[src/rtl/truth_table_sweeper.sv]
// Exhaustive truth-table sweeper: drives every N-bit vector for DWELL cycles,
// inserts an idle GAP at the half-table midpoint, and captures f_in per vector.
module truth_table_sweeper #(
  parameter int N     = 4,
  parameter int DWELL = 5,
  parameter int GAP   = 12
) (
  input  logic            clk,
  input  logic            rst,
  input  logic            start,
  input  logic            mode,
  input  logic            abort,
  input  logic            f_in,
  output logic [N-1:0]    vec,
  output logic            vec_valid,
  output logic            busy,
  output logic            done,
  // "table" is a reserved word, so the captured truth table is table_out
  output logic [2**N-1:0] table_out
);

  localparam int TW   = 2**N;
  localparam int MAXC = (DWELL > GAP) ? DWELL : GAP;
  localparam int CW   = (MAXC > 1) ? $clog2(MAXC) : 1;

  localparam logic [N-1:0]  VEC_MIN    = {N{1'b0}};
  localparam logic [N-1:0]  VEC_MAX    = {N{1'b1}};
  localparam logic [N-1:0]  VEC_ONE    = N'(1'b1);
  localparam logic [CW-1:0] CNT_ZERO   = {CW{1'b0}};
  localparam logic [CW-1:0] CNT_ONE    = CW'(1'b1);
  localparam logic [CW-1:0] DWELL_LAST = CW'(DWELL - 1);
  localparam logic [CW-1:0] GAP_LAST   = CW'((GAP > 0) ? (GAP - 1) : 0);

  typedef enum logic [1:0] {
    S_IDLE  = 2'd0,
    S_DRIVE = 2'd1,
    S_GAP   = 2'd2,
    S_DONE  = 2'd3
  } state_t;

  state_t          state_q, state_d;
  logic [N-1:0]    vec_q, vec_d;
  logic [CW-1:0]   cnt_q, cnt_d;
  logic            mode_q, mode_d;
  logic [TW-1:0]   table_q, table_d;
  logic            vec_valid_q, vec_valid_d;
  logic            busy_q, busy_d;
  logic            done_q, done_d;

  logic [N-1:0]    next_vec_s;
  logic            last_vec_s;
  logic            mid_s;

  // Next-state, next-vector and registered-output computation
  always_comb begin
    state_d     = state_q;
    vec_d       = vec_q;
    cnt_d       = cnt_q;
    mode_d      = mode_q;
    table_d     = table_q;
    vec_valid_d = 1'b0;
    busy_d      = 1'b0;
    done_d      = 1'b0;

    next_vec_s = mode_q ? (vec_q - VEC_ONE) : (vec_q + VEC_ONE);
    last_vec_s = mode_q ? (vec_q == VEC_MIN) : (vec_q == VEC_MAX);
    mid_s      = (next_vec_s[N-1] != vec_q[N-1]);

    case (state_q)
      S_IDLE: begin
        if (start) begin
          state_d     = S_DRIVE;
          mode_d      = mode;
          table_d     = {TW{1'b0}};
          vec_d       = mode ? VEC_MAX : VEC_MIN;
          cnt_d       = CNT_ZERO;
          vec_valid_d = 1'b1;
          busy_d      = 1'b1;
        end else begin
          state_d = S_IDLE;
        end
      end

      S_DRIVE: begin
        vec_valid_d = 1'b1;
        busy_d      = 1'b1;
        if (cnt_q == DWELL_LAST) begin
          table_d[vec_q] = f_in;
          cnt_d          = CNT_ZERO;
          if (last_vec_s) begin
            state_d     = S_DONE;
            vec_valid_d = 1'b0;
            busy_d      = 1'b0;
            done_d      = 1'b1;
          end else if ((GAP > 0) && mid_s) begin
            state_d     = S_GAP;
            vec_valid_d = 1'b0;
          end else begin
            vec_d = next_vec_s;
          end
        end else begin
          cnt_d = cnt_q + CNT_ONE;
        end
        // Abort wins over sequencing but a same-edge capture still lands
        if (abort) begin
          state_d     = S_IDLE;
          vec_d       = VEC_MIN;
          cnt_d       = CNT_ZERO;
          vec_valid_d = 1'b0;
          busy_d      = 1'b0;
          done_d      = 1'b0;
        end else begin
          mode_d = mode_q;
        end
      end

      S_GAP: begin
        busy_d = 1'b1;
        if (cnt_q == GAP_LAST) begin
          state_d     = S_DRIVE;
          vec_d       = next_vec_s;
          cnt_d       = CNT_ZERO;
          vec_valid_d = 1'b1;
        end else begin
          cnt_d = cnt_q + CNT_ONE;
        end
        if (abort) begin
          state_d     = S_IDLE;
          vec_d       = VEC_MIN;
          cnt_d       = CNT_ZERO;
          vec_valid_d = 1'b0;
          busy_d      = 1'b0;
        end else begin
          mode_d = mode_q;
        end
      end

      S_DONE: begin
        state_d = S_IDLE;
      end

      default: begin
        state_d = S_IDLE;
        vec_d   = VEC_MIN;
        cnt_d   = CNT_ZERO;
      end
    endcase
  end

  // State and output registers with synchronous reset
  always_ff @(posedge clk) begin
    if (rst) begin
      state_q     <= S_IDLE;
      vec_q       <= VEC_MIN;
      cnt_q       <= CNT_ZERO;
      mode_q      <= 1'b0;
      table_q     <= {TW{1'b0}};
      vec_valid_q <= 1'b0;
      busy_q      <= 1'b0;
      done_q      <= 1'b0;
    end else begin
      state_q     <= state_d;
      vec_q       <= vec_d;
      cnt_q       <= cnt_d;
      mode_q      <= mode_d;
      table_q     <= table_d;
      vec_valid_q <= vec_valid_d;
      busy_q      <= busy_d;
      done_q      <= done_d;
    end
  end

  assign vec       = vec_q;
  assign vec_valid = vec_valid_q;
  assign busy      = busy_q;
  assign done      = done_q;
  assign table_out = table_q;

endmodule

[config.mk]
export PLATFORM = sky130hd
export DESIGN_NAME = truth_table_sweeper
export DESIGN_NICKNAME = d
export VERILOG_FILES = /design/src/rtl/truth_table_sweeper.sv
export SDC_FILE = /design/constraint.sdc
export NUM_CORES = 1
export LEC_CHECK = 0
export ABC_AREA = 1
export BUFFER_PORTS_ARGS = -buffer_cell sky130_fd_sc_hd__buf_2
export CORE_ASPECT_RATIO = 1.5
export CORE_MARGIN = 2
export CORE_UTILIZATION = 25
export DETAILED_ROUTE_END_ITERATION = 10
export MAX_ROUTING_LAYER = met4
export PLACE_DENSITY_LB_ADDON = 0.25
export SLEW_MARGIN = 20
export SYNTH_ARGS = -nofsm -noshare
export SYNTH_HDL_FRONTEND = slang
export SYNTH_SLANG_ARGS = --single-unit
[constraint.sdc]
create_clock -name clk -period 4.3 [get_ports clk]
set_input_delay 1.29 -clock clk [delete_from_list [all_inputs] [get_ports clk]]
set_output_delay 1.29 -clock clk [all_outputs]
set_load 0.02 [all_outputs]
# --- Word-level counts from Yosys, hierarchy flattened ---
# Cells that the tools add are included.
word_totals:
  out_inout_bits: 23
  reg_bits: 30
  inputBits: 6
classes:
  n_eq_ne: 14
  n_lt_le_gt_ge: 2
  add_sub_neg: 3
  bitwise_logic: 2
  mux: 45
  n_reduce_logical: 11
ops:
  columns: ["cell", "count"]
  rows:
  - ["2-to-1 mux 4 bit", 14]
  - ["2-to-1 mux 16 bit", 2]
  - ["case mux 16 bit (2 select lines)", 1]
  - ["case mux 4 bit (3 select lines)", 2]
  - ["bitwise mux 16 bit", 1]
  - ["2-to-1 mux 1 bit", 15]
  - ["2-to-1 mux 2 bit", 6]
  - ["!= test 3 bit, second input constant", 4]
  - ["adder 4 x 1 -> 4 bit, second input constant", 2]
  - ["== test 4 bit, second input constant", 2]
  - ["case mux 2 bit (4 select lines)", 1]
  - ["case mux 1 bit (3 select lines)", 2]
  - ["AND reduction 3 bit", 2]
  - ["AND reduction 6 bit", 1]
  - ["less-than comparator 4 x 5 -> 1 bit, second input constant", 1]
  - ["demux 1 bit (select 4 bit)", 1]
  - ["== test 2 bit, second input constant", 2]
  - ["== test 4 x 3 -> 1 bit, second input constant", 1]
  - ["greater-or-equal comparator 4 x 1 -> 1 bit, second input constant", 1]
  - ["zero test 4 bit", 1]
  - ["!= test 2 bit, second input constant", 2]
  - ["!= test 4 bit, second input constant", 1]
  - ["AND reduction 2 bit", 2]
  - ["OR reduction 4 bit", 1]
  - ["other kinds (8)", 9]

# --- Depth between registers and ports, before layout ---
logic_depth:
  word_depth: 8
  mapped_depth: 13

# --- Least setup slack after synthesis ---
# Ideal clock, no wire load.
synth_path:
  path_kind: "input -> register"
  startpoint: "in start"
  endpoint: "reg cnt_q[1]"
  arrival_ns: 1.957
  n_path_buf: 1
  required_ns: 4.168
  path_slack_ns: 2.210
  stages: 8
  path_cell_list: "nor2_2 -> or2_1 -> buf_2 -> nor2_1 -> nand2_1 -> inv_2 -> nand2_1 -> a21oi_1"
synth_between:
  elab_chain_cells: 2
synth_rtl:
  columns: ["item", "line", "source"]
  rows:
  - ["start, declared", "10", "input logic start,"]
  - ["!= test 2 bit (no source line)", null, null]
  - ["AND reduction 2 bit (no source line)", null, null]
  - ["end signal, assigned", "164", "cnt_q <= cnt_d;"]
  - ["end, declared", "43", "logic [CW-1:0] cnt_q, cnt_d;"]
# No other way between the ends.
# A chain may end at the register's enable or synchronous reset.

# --- Worst setup path in the final report ---
layout_path:
  startpoint: "reg vec_q[3] (netlist: vec[3])"
  endpoint: "out vec[3]"
layout_rtl:
  columns: ["item", "line", "source"]
  rows:
  - ["start, declared", "42", "logic [N-1:0] vec_q, vec_d;"]
  - ["start signal, assigned", "163", "vec_q <= vec_d;"]
  - ["end, declared", "14", "output logic [N-1:0] vec,"]
# No word-level cell between the ends.

==> summary by stage <==
Synthesis
Counting every instance in the synthesized netlist gives 267. Of the synthesized area, sequential elements account for 0.333. By instance count, the leading cell after synthesis is sky130_fd_sc_hd__nand2_1. The netlist uses 31 different library cells. The number of enable-type register cells in the synthesized netlist is 0.

The net count after synthesis is 283. The cell taking the most area after synthesis is sky130_fd_sc_hd__dfxtp_1. For this run, asynchronously set or reset flops after synthesis account for 0. In the synthesized netlist the dominant register cell turns out to be sky130_fd_sc_hd__dfxtp_1.

In the synthesized netlist, the cells that appear most often are 61 x sky130_fd_sc_hd__nand2_1, 48 x sky130_fd_sc_hd__nor2_1, 30 x sky130_fd_sc_hd__dfxtp_1. After synthesis, the cell types taking the most area are sky130_fd_sc_hd__dfxtp_1 33%, sky130_fd_sc_hd__nand2_1 13%, sky130_fd_sc_hd__nor2_1 10%. The share of synthesized area in the top cell type comes to 0.333. After synthesis the netlist holds a flip-flop and latch count of 30. The cell area after synthesis is 1800 µm². The total number of yosys warnings is 0.

After synthesis, the mean cell area works out to 6.75 µm².

Route
The overall via count from detail_route is 1696. The via-per-instance ratio is 4.53. The number of detailed-route iterations in the first pass is 4. In this run, the number of DRC markers left after iteration 0 of detailed routing was 44. The routed wirelength normalized by instance count is 11.6 µm. Once detail routing completed, the nets flagged for antenna violations numbered 0. The post-detailed-route DRC marker count is 0.

The final routed wirelength across all metal layers is 4350 µm.

Run
The max-capacitance violation count is 0.

Critical path
The critical path endpoint category is an output port. The arrival time of the worst setup path is 1070 ps. The largest single stage delay on the critical path is 540 ps. The critical path starts at vec[3]$_SDFFE_PP0P_.

The start of the worst register-to-register path is state_q[0]$_SDFFE_PP0P_. The worst setup path is of the reg -> out kind. The count of buffer and inverter cells on the critical path is 1. Traced cell by cell, the critical path runs through buf_2. The worst path required time is 3010 ps. In this run the register-to-register setup slack is 2390 ps.

In this run the worst path has a maximum fanout of 9. The kind of cell with the highest combined delay along the critical path is flip-flops. The library cell contributing the largest single delay on the critical path is sky130_fd_sc_hd__dfxtp_1. STA classifies the critical path startpoint as a flip-flop.

Place
Once placement completed, the tool counted placed cells totaling 366. The final RePlAce weighted congestion is 0.794. Detailed placement ended at an HPWL of 3440 µm. The number of I/O port buffers is 28.

STA
The final hold violation count came to 0. The total count of max-transition violations in the final report was 0. Setup repair after global routing left no endpoint under its margin.

The transition time at the pin with the least slew margin is 504 ps. The highest clock frequency the design can meet is 424 MHz. The final setup skew is 2.72 ps.

The number of endpoints failing setup at the final stage is 0. The total negative slack is 0 ps. The time the worst path needs with I/O delays and setup is 2360 ps. The worst pin sits at a relative slew slack of 0.663. The final worst-path cycle share is 0.548.

Global routing
The number of antenna violations at the first check in global routing is 0. The combined global-route utilization of all metal layers is 0.127. The number of global-route vias before repair is 1682. The wire length of the first global-routing pass is 7620 µm. The pin count of the biggest net entering global routing is 21.

The final global-route overflow total is 0.

Floorplan
The total core area is 6940 µm². The initial utilization of the core area, before any placement, comes to 0.259. The die covers 7920 µm². Measured along the x axis, the die boundary spans 73.3 µm. In this run the count of I/O pins placed on the die edge is 29. The count of standard-cell rows is 37.

The y dimension of the die is 108 µm.

Pwr
The power density of the placed cells is 609 nW/µm². The largest voltage drop on the vdd net is 0.171 mV. The leakage component of the power is 0.953 nW.

Cells and area
Of the cells placed in the final design, the portion with a size suffix greater than 1 is 0.199. Relative to the synthesized area, the layout overhead comes to 16.0%. The post-layout instance count excluding filler cells is 374.

After the last flow step, the layout net total stands at 311. The number of antenna diodes in the final layout is 0.

Clocking
The count of buffers added by post-CTS timing repair for setup is 0. The clock tree from TritonCTS is done. After clock tree synthesis, the flow added hold-fix buffers numbering 0. The number of H-tree branching levels is 2. Clock-pin slew was measured on the worst setup and hold paths at 70 ps. The buffer depth of the longest clock path is 2. The source-to-sink clock delay at the later pin of the worst-skew pair is 280 ps. Clock tree synthesis found a total of 30 sinks. The number of gates resized after cts is 0.

Clock tree synthesis selected as its root buffer the cell sky130_fd_sc_hd__clkbuf_8. The number of buffers added by the clock tree synthesis step is 5.

Outcome
The run finished with clean final reports.

Min path
In this run the most critical hold path is launched from table_out[13]$_SDFFE_PP0P_. In this run the worst hold path is classified as reg -> reg.
[cell families after synthesis]
group | Yosys count | share of synthesized area
AND/OR/NAND/NOR | 144 | 0.360
XOR/XNOR | 1 | 0.00486
AO/OA/AOI/OAI | 49 | 0.150
adder cells (fa/ha/maj) | 10 | 0.0736
buffers and inverters | 33 | 0.0778
flip-flops | 30 | 0.333
[cells in the final DEF (no fill, tap or decap)]
cell	Yosys	layout
sky130_fd_sc_hd__nor2_2	1	1
sky130_fd_sc_hd__dfxtp_1	30	30
sky130_fd_sc_hd__inv_2	6	6
sky130_fd_sc_hd__buf_2	1	28
sky130_fd_sc_hd__nor3_1	3	3
sky130_fd_sc_hd__nor3_4	1	1
sky130_fd_sc_hd__or2_2	3	3
sky130_fd_sc_hd__nor2_1	48	48
sky130_fd_sc_hd__xor2_1	1	1
sky130_fd_sc_hd__nand2_1	61	61
sky130_fd_sc_hd__inv_1	18	18
sky130_fd_sc_hd__clkinv_2	0	1
sky130_fd_sc_hd__nand2_2	5	5
sky130_fd_sc_hd__nand3b_1	3	3
sky130_fd_sc_hd__inv_4	1	1
sky130_fd_sc_hd__nand3_1	11	11
sky130_fd_sc_hd__o211a_1	2	2
sky130_fd_sc_hd__clkbuf_8	0	6
sky130_fd_sc_hd__or2_1	2	2
sky130_fd_sc_hd__fa_1	1	1
sky130_fd_sc_hd__ha_1	9	9
sky130_fd_sc_hd__a21oi_4	1	1
sky130_fd_sc_hd__a31oi_1	3	3
sky130_fd_sc_hd__nor2_4	1	1
sky130_fd_sc_hd__o21ai_0	19	19
sky130_fd_sc_hd__nand2_4	1	1
sky130_fd_sc_hd__a21oi_1	24	24
sky130_fd_sc_hd__clkinv_1	1	1
sky130_fd_sc_hd__nand3_2	4	4
sky130_fd_sc_hd__clkbuf_1	3	1
[cell type report]
type                    count  area [µm²]
fillers                   779        4850
clock buffers               7        86.3
flip-flops and latches     30         601
repair buffers             28         140
well taps                  78        97.6
multi-input cells         204        1060
clock inverters             1        5.00
inverters                  26         100
[power breakdown]
group          switching, mW  total, mW  internal, mW
clock network          0.113      0.242         0.129
registers             0.0496      0.367         0.317
logic                  0.448      0.664         0.216
total                  0.610       1.27         0.662
[state kept, by name, summed over array words and instances, names as in the netlist]
| register | count |
|---|---|
| cnt_q | 4 |
| done | 1 |
| vec | 4 |
| state_q | 2 |
| mode_q | 1 |
| vec_valid | 1 |
| table_out | 16 |
| busy | 1 |
[per-stage QoR]
| step | cell area (µm²) | setup slack (ps) | hold slack (ps) | utilization | power [mW] |
|---|---|---|---|---|---|
| 2_1_floorplan | 1800 | 2210 | 469 | - | 0.909 |
| 3_3_place_gp | 2000 | 1780 | 459 | 0.288 | 1.04 |
| 3_5_place_dp | 2000 | 1770 | 464 | 0.288 | 1.04 |
| 4_1_cts | 2090 | 1930 | 474 | 0.301 | 1.29 |
| 5_1_grt | 2090 | 1880 | 504 | 0.301 | 1.41 |
| 6_report | 2090 | 1940 | 471 | 0.301 | 1.27 |
[worst paths after layout]
path / to / depth (start not counted)
setup / recovery: vec[3] / 1
hold / removal: table_out[13]$_SDFFE_PP0P_ / 2
hold reg to reg: table_out[13]$_SDFFE_PP0P_ / 2
setup reg to reg: table_out[4]$_SDFFE_PP0P_ / 9
[layer usage]
metal | GRT usage | up-vias | wire length (µm)
met5 | - | - | 0
met4 | 0.0584 | 0 | 116
met3 | 0.0261 | 9 | 142
met2 | 0.217 | 25 | 2210
met1 | 0.140 | 749 | 1880
li1 | - | 913 | -
(Power assumes the default switching activity.)
